**src/rtl/cache_mem_arbiter.sv**
```systemverilog
// Arbitrates the shared line-wide memory port between ICache (req 0) and DCache (req 1).
// Optional CACHE_ARB_DCACHE_PRIORITY_EN: DCache wins every IDLE tie instead of round-robin.
module cache_mem_arbiter #(
    parameter int HOLDOFF_CYCLES = 1,
    parameter int LINE_BITS      = 128
) (
    input  logic                 clk,
    input  logic                 rst_n,
    input  logic                 i_req,
    input  logic [31:0]          i_addr,
    output logic [LINE_BITS-1:0] i_rdata,
    output logic                 i_ready,
    input  logic                 d_req,
    input  logic                 d_we,
    input  logic [31:0]          d_addr,
    input  logic [LINE_BITS-1:0] d_wdata,
    output logic [LINE_BITS-1:0] d_rdata,
    output logic                 d_ready,
    output logic                 mem_req,
    output logic                 mem_we,
    output logic [31:0]          mem_addr,
    output logic [LINE_BITS-1:0] mem_wdata,
    input  logic [LINE_BITS-1:0] mem_rdata,
    input  logic                 mem_ready,
    output logic                 busy
);
    typedef enum logic [1:0] {IDLE, GRANT, HOLDOFF} state_t;

    localparam logic [1:0] HOLD_INIT = 2'(HOLDOFF_CYCLES);

    state_t               state_q, state_d;
    logic                 last_grant_q, last_grant_d;   // 1 = DCache served last
    logic                 grant_d_q, grant_d_d;         // 1 = DCache owns the port
    logic [1:0]           i_hold_cnt_q, i_hold_cnt_d;
    logic [1:0]           d_hold_cnt_q, d_hold_cnt_d;
    logic                 mem_req_q, mem_req_d;
    logic                 mem_we_q, mem_we_d;
    logic [31:0]          mem_addr_q, mem_addr_d;
    logic [LINE_BITS-1:0] mem_wdata_q, mem_wdata_d;

    logic eff_i, eff_d, pick_d, fwd;

    assign eff_i = i_req && (i_hold_cnt_q == 2'd0);
    assign eff_d = d_req && (d_hold_cnt_q == 2'd0);

`ifdef CACHE_ARB_DCACHE_PRIORITY_EN
    assign pick_d = eff_d;
`else
    assign pick_d = eff_d && (!eff_i || !last_grant_q);
`endif

    always_comb begin
        state_d      = state_q;
        last_grant_d = last_grant_q;
        grant_d_d    = grant_d_q;
        i_hold_cnt_d = i_hold_cnt_q;
        d_hold_cnt_d = d_hold_cnt_q;
        mem_req_d    = mem_req_q;
        mem_we_d     = mem_we_q;
        mem_addr_d   = mem_addr_q;
        mem_wdata_d  = mem_wdata_q;

        if (i_hold_cnt_q != 2'd0) i_hold_cnt_d = i_hold_cnt_q - 2'd1;
        if (d_hold_cnt_q != 2'd0) d_hold_cnt_d = d_hold_cnt_q - 2'd1;

        case (state_q)
            IDLE: begin
                if (eff_i || eff_d) begin
                    grant_d_d   = pick_d;
                    mem_req_d   = 1'b1;
                    mem_we_d    = pick_d ? d_we : 1'b0;
                    mem_addr_d  = pick_d ? d_addr : i_addr;
                    mem_wdata_d = pick_d ? d_wdata : '0;
                    state_d     = GRANT;
                end
            end
            GRANT: begin
                if (mem_ready) begin
                    mem_req_d    = 1'b0;
                    mem_we_d     = 1'b0;
                    mem_addr_d   = '0;
                    mem_wdata_d  = '0;
                    last_grant_d = grant_d_q;
                    // the winner's stale re-driven req gets masked from here
                    if (grant_d_q) d_hold_cnt_d = HOLD_INIT;
                    else           i_hold_cnt_d = HOLD_INIT;
                    state_d      = HOLDOFF;
                end
            end
            HOLDOFF: state_d = IDLE;
            default: state_d = IDLE;
        endcase
    end

    always_ff @(posedge clk or negedge rst_n) begin
        if (!rst_n) begin
            state_q      <= IDLE;
            last_grant_q <= 1'b1;
            grant_d_q    <= 1'b0;
            i_hold_cnt_q <= 2'd0;
            d_hold_cnt_q <= 2'd0;
            mem_req_q    <= 1'b0;
            mem_we_q     <= 1'b0;
            mem_addr_q   <= '0;
            mem_wdata_q  <= '0;
        end else begin
            state_q      <= state_d;
            last_grant_q <= last_grant_d;
            grant_d_q    <= grant_d_d;
            i_hold_cnt_q <= i_hold_cnt_d;
            d_hold_cnt_q <= d_hold_cnt_d;
            mem_req_q    <= mem_req_d;
            mem_we_q     <= mem_we_d;
            mem_addr_q   <= mem_addr_d;
            mem_wdata_q  <= mem_wdata_d;
        end
    end

    // completion is forwarded only while a transaction is actually granted
    assign fwd       = (state_q == GRANT) && mem_ready;
    assign i_ready   = fwd && !grant_d_q;
    assign d_ready   = fwd && grant_d_q;
    assign i_rdata   = i_ready ? mem_rdata : '0;
    assign d_rdata   = d_ready ? mem_rdata : '0;

    assign mem_req   = mem_req_q;
    assign mem_we    = mem_we_q;
    assign mem_addr  = mem_addr_q;
    assign mem_wdata = mem_wdata_q;
    assign busy      = (state_q != IDLE);
endmodule

```
**config.mk**
```make
export PLATFORM = sky130hd
export DESIGN_NAME = cache_mem_arbiter
export DESIGN_NICKNAME = d
export VERILOG_FILES = /design/src/rtl/cache_mem_arbiter.sv
export SDC_FILE = /design/constraint.sdc
export NUM_CORES = 1
export LEC_CHECK = 0
export ABC_CLOCK_PERIOD_IN_PS = 2009
export CORE_AREA = 2 2 293 295
export DETAILED_ROUTE_END_ITERATION = 6
export DIE_AREA = 0 0 295 297
export PLACE_DENSITY = 0.36
export SLEW_MARGIN = 10
export SYNTH_ARGS = -nofsm -noshare
export SYNTH_HDL_FRONTEND = slang
export SYNTH_SLANG_ARGS = --single-unit
```
**constraint.sdc**
```tcl
create_clock -name clk -period 2.01 [get_ports clk]
set_clock_uncertainty 0.1 [all_clocks]
set_input_delay 0.5025 -clock clk [delete_from_list [all_inputs] [get_ports clk]]
set_output_delay 0.5025 -clock clk [all_outputs]
set_load 0.03 [all_outputs]
```
---- Word level (Yosys, flattened, before mapping) ----
Index checks and enable logic that the tools add are counted.
storage, ports and cells
  memories ................................ 0
  RAM bits ................................ 0
  input port bits ......................... 326
  latch bits .............................. 0
  memory bits (read-only) ................. 0
  register bits after elaboration ......... 170
operators by class
  $add $sub $neg .......................... 2
  div/mod/pow operators ................... 0
  eq/ne operators ......................... 3
  magnitude comparators ................... 0
  reduce and logical (&&, ||, !) cells .... 22
  multipliers ............................. 0
  multiplexer cells ....................... 27
  shift operators ......................... 0
  bitwise logic cells ..................... 0
operators by type and width
  kind                                                                number
  128-bit 2-to-1 mux                                                  5
  128-bit one-hot mux with 2 select lines                             1
  32-bit 2-to-1 mux                                                   3
  32-bit one-hot mux with 2 select lines                              1
  2-bit 2-to-1 mux                                                    10
  2-bit nonzero test                                                  4
  1-bit logical AND                                                   6
  2-bit zero test                                                     3
  2-bit AND reduction                                                 3
  1-bit 2-to-1 mux                                                    4
  2-bit != test, second input constant                                2
  1-bit one-hot mux with 2 select lines                               2
  2-bit one-hot mux with 2 select lines                               1
  2-bit by 1-bit subtractor with 2-bit output, second input constant  2
  1-bit zero test                                                     3
  3-bit AND reduction                                                 1
  2-bit by 1-bit == test with 1-bit output, second input constant     1
  1-bit logical OR                                                    2

---- Logic depth before layout (Yosys ltp) ----
  depth in word-level cells ............... 8
  depth in mapped cells ................... 8
  mapped depth without buffers ............ 5

---- Least setup slack after synthesis ----
Ideal clock, no wire load.
  path type ............................... input to output
  from .................................... input port mem_ready
  to ...................................... output port d_rdata[118]
  slack ................................... -0.240 ns
  required time ........................... 1.407 ns
  buffers on the path ..................... 1
  stages .................................. 6
  arrival time ............................ 1.647 ns
  cells stage by stage .................... nand3b_1 -> inv_1 -> nand2_1 -> inv_1 -> clkbuf_1 -> and2_1
between the ends
  longest elaborated chain between the ends .. 3
ends and longest elaborated chain
  item                line  RTL
  start: declaration  24    input logic mem_ready,
  1-bit logical AND   120   assign fwd = (state_q == GRANT) && mem_ready;
  1-bit logical AND   122   assign d_ready = fwd && grant_d_q;
  named net d_ready   18    output logic d_ready,
  128-bit 2-to-1 mux  124   assign d_rdata = d_ready ? mem_rdata : '0;
  end: declaration    17    output logic [LINE_BITS-1:0] d_rdata,
The timed path passes the listed nets, and every way through them passes these cells.

---- Worst setup path in the final report ----
  from .................................... register state_q[1]
  to ...................................... output port i_rdata[93]
between the ends
  longest elaborated chain between the ends .. 4
ends and longest elaborated chain
  item                                      line  RTL
  start: declaration                        31    state_t state_q, state_d;
  start signal: assignment                  107   state_q <= state_d;
  2-bit by 1-bit == test with 1-bit output  120
  1-bit logical AND                         120
  1-bit logical AND                         121   assign i_ready = fwd && !grant_d_q;
  128-bit 2-to-1 mux                        123   assign i_rdata = i_ready ? mem_rdata : '0;
  end: declaration                          11    output logic [LINE_BITS-1:0] i_rdata,
Every way passes these cells.

==> key figures <==
Status
  – Outcome: complete, but fails checks
  – Violated checks: setup timing

GRT
  – GRT Overall Usage: around an eighth
  – First-pass GRT wire length: 81200 um
  – Grt ovf: 0
  – Pin count of the biggest net entering global routing: between 50 and 60
  – Initial antenna violation count: 20
  – Vias in the first global route: a little over 10000

Timing
  – RSZ-0062 raised after global routing: true
  – Maximum clock frequency: just under 400 MHz
  – Final Hold Fails: 0
  – Final setup fails: between 400 and 500
  – Fin crit period: approximately 2600 ps
  – Final setup margin: -566 ps
  – Period utilisation layout: 128%
  – Relative slew slack: a little under three fifths
  – TNS Setup: -143560 ps
  – Worst-Margin Slew: 660 ps
  – Max-slew violation count: 0

Final layout
  – Final Cell Area: 0.0219 sq mm
  – Final Util: 26.0%
  – Share of layout cells above drive strength 1: approximately 48%
  – Area added between synthesis and finish: 172%
  – Nets: ~1900

Clocking
  – Max H-tree Level: 4
  – Num CTS Buffers: 17
  – CTS Root Cell: clkbuf_16
  – Clock transition at path regs: roughly 70 ps
  – Clock Latency Late Sink: around 500 ps
  – Clock tree from TritonCTS: done
  – # clock sinks: 170
  – Max Root-Sink Buffers: 2

Synthesis
  – Net Count, Synth: roughly 1000
  – Most numerous cell in the Yosys netlist: and2_1
  – Area contributors post-synth: dfrtp_1, and2_1, a22o_1
  – Seq/Total Area, Yosys: approximately 53%
  – Most used DFF post-synth: dfrtp_1
  – Yosys reg bits: 170
  – Synth Cell Area: between 0.008 and 0.009 sq mm
  – Area leader, netlist: dfrtp_1
  – Number of cells produced by synthesis: roughly 720
  – Share of the synthesized area in the top cell type: a little over half
  – Post-synth EDFFs: 0
  – Yosys warnings: 0
  – Post-synthesis cell type count: 21
  – Async set-reset flop share out of synthesis: 100%
  – Synth top cells by count: and2_1, dfrtp_1, a22o_1
  – Avg Inst Size Synth: between 10 and 15 sq um

Routing
  – Drt drc: 0
  – Wirelength per Cell: between 20 and 25 um
  – Routed WL: 60000 um
  – Starting DRT DRC Count: 269
  – Vias per cell: between 3 and 4
  – First-pass DRT Iterations: 4
  – DRT antenna net count: 0
  – DR vias: between 9000 and 10000

Critical path
  – Endpoint class of the critical path: output pin
  – Crit-path leading delay family: buffers and inverters
  – Critical path's slowest cell: dfrtp_1
  – CP Max Fanout: 6
  – Slowest stage delay, CP: 380 ps
  – CP Depth: 8
  – CP Buf/Inv Count: 5
  – Crit-path cells: nand3b_1 -> inv_2 -> nand2_4 -> clkinv_8 -> buf_12 -> clkbuf_16 -> and2_4 -> buf_6
  – Worst Reg2Reg Path Length in Cells: 7
  – WS Path Type: flop to output pin
  – CP Launch Type: flop
  – Critical Path RT: 1410 ps
  – Critical Path AT: between 1500 and 2000 ps

Power
  – Sw Share: 42.6%
  – Comb pwr share: approximately 68%
  – Pleak: 0.0116 uW
  – Total power draw: about 31000 uW
  – Clock power share: 12.4%
  – Maximum VDD drop: between 0.0008 and 0.0009 V
  – Internal Power: 17600 uW
  – Psw: ~13000 uW
  – PD cells: 1390 mW/mm^2
  – Reg power frac: ~20%

Run
  – Max_cap viols: 0

Floorplanning
  – Initial core utilization: under 10%
  – Die Ht: roughly 300 um
  – I/O pin count: ~750
  – Core area: 0.0845 sq mm
  – Die W: a little under 300 um
  – Rows: 107
  – Die area: between 0.08 and 0.09 sq mm

Worst hold path
  – Hold Crit Class: primary input to flop
  – Worst Hold Depth: 3

Placed design
  – Port bufs: between 700 and 800
  – Placed inst area: between 0.015 and 0.02 sq mm
  – HPWL Detailed: roughly 44000 um
  – Final GP Congestion: 0.794
[layout by cell type (no fill, tap or decap), types with 14 or more instances in the layout]
master and instances:
buf_16 41, buf_4 91, and2_2 21, and2_4 234, a22o_1 129, buf_12 71
clkbuf_16 24, o2bb2ai_2 14, dlymetal6s2s_1 156, buf_6 197, dfrtp_1 169, clkdlybuf4s50_1 322
mux2i_4 20
[routing by layer]
layer  routed length [um]  GRT usage (%)
met1                22800           14.6
met2                31500           24.2
met3                 4850           4.31
met4                  831           2.87
met5                    7              0
[registers in the layout, summed over array words and instances (netlist names)]
name	count
mem_addr	32
last_grant_q	1
mem_wdata	128
d_hold_cnt_q	2
grant_d_q	1
i_hold_cnt_q	2
state_q	2
mem_we	1
mem_req	1
[path summary, 6_finish.rpt]
path,startpoint,to,slack [ps]
max in group asynchronous,rst_n,last_grant_q,810
min,mem_ready,state_q[0],250
max reg2reg,d_hold_cnt_q[1],mem_addr[27],-150
max,state_q[1],i_rdata[93],-570
min in group asynchronous,rst_n,mem_wdata[94],350
min reg2reg,last_grant_q,last_grant_q,380
[through the flow]
step	setup WS, ps	instances	hold slack, ps
after floorplan	-125	715	107
final	-566	2727	246
after CTS	-673	2711	296
after global routing	-696	2725	249
after detailed placement	-1130	2607	288
after global placement	-1160	2607	288
[area by class of cell]
class / count / area (sq um)
Multi-Input combinational cell: 472 / 4570
Clock buffer: 18 / 439
Sequential cell: 170 / 4260
Tap cell: 1144 / 1430
Antenna cell: 3 / 7.51
Fill cell: 8842 / 62500
Clock inverter: 14 / 208
Inverter: 7 / 51.3
Timing Repair Buffer: 899 / 11000
[worst reg2reg max path, stage by stage, from the launching register on]
cell,delay (ps)
dfrtp_1,380
or3b_4,430
a31oi_4,200
buf_12,170
buf_12,170
mux2i_4,340
buf_6,170
o2bb2ai_2,50
[logic make-up (layout without fill, tap and decap cells)]
| logic type | Yosys count | after routing | share of synthesized area (%) |
|---|---|---|---|
| AND/OR/NAND/NOR | 272 | 273 | 20.9 |
| flip-flops | 170 | 170 | 52.7 |
| other | 0 | 3 | 0 |
| AO/OA/AOI/OAI | 167 | 167 | 18.0 |
| buffers and inverters | 74 | 938 | 4.38 |
| multiplexers | 32 | 32 | 3.97 |
[power groups by stage]
| stage | clock network, uW | registers (uW) | logic, uW |
|---|---|---|---|
| floorplan | 0 | 9110 | 5670 |
| global placement | 0 | 6080 | 16100 |
| detailed placement | 0 | 6010 | 16100 |
| CTS | 3970 | 6100 | 20800 |
| global route | 4080 | 6280 | 21700 |
| finish | 3790 | 6070 | 20700 |
[repair_timing]
item,CTS,global route
buffers inserted,43,17
endpoints found under the setup margin,580,576
resized for setup,303,254
cloned,42,7
hold endpoints to repair,19,0
pin swaps,103,107
hold buffers,1,0
No activity file was read; power rests on OpenSTA's default activity.
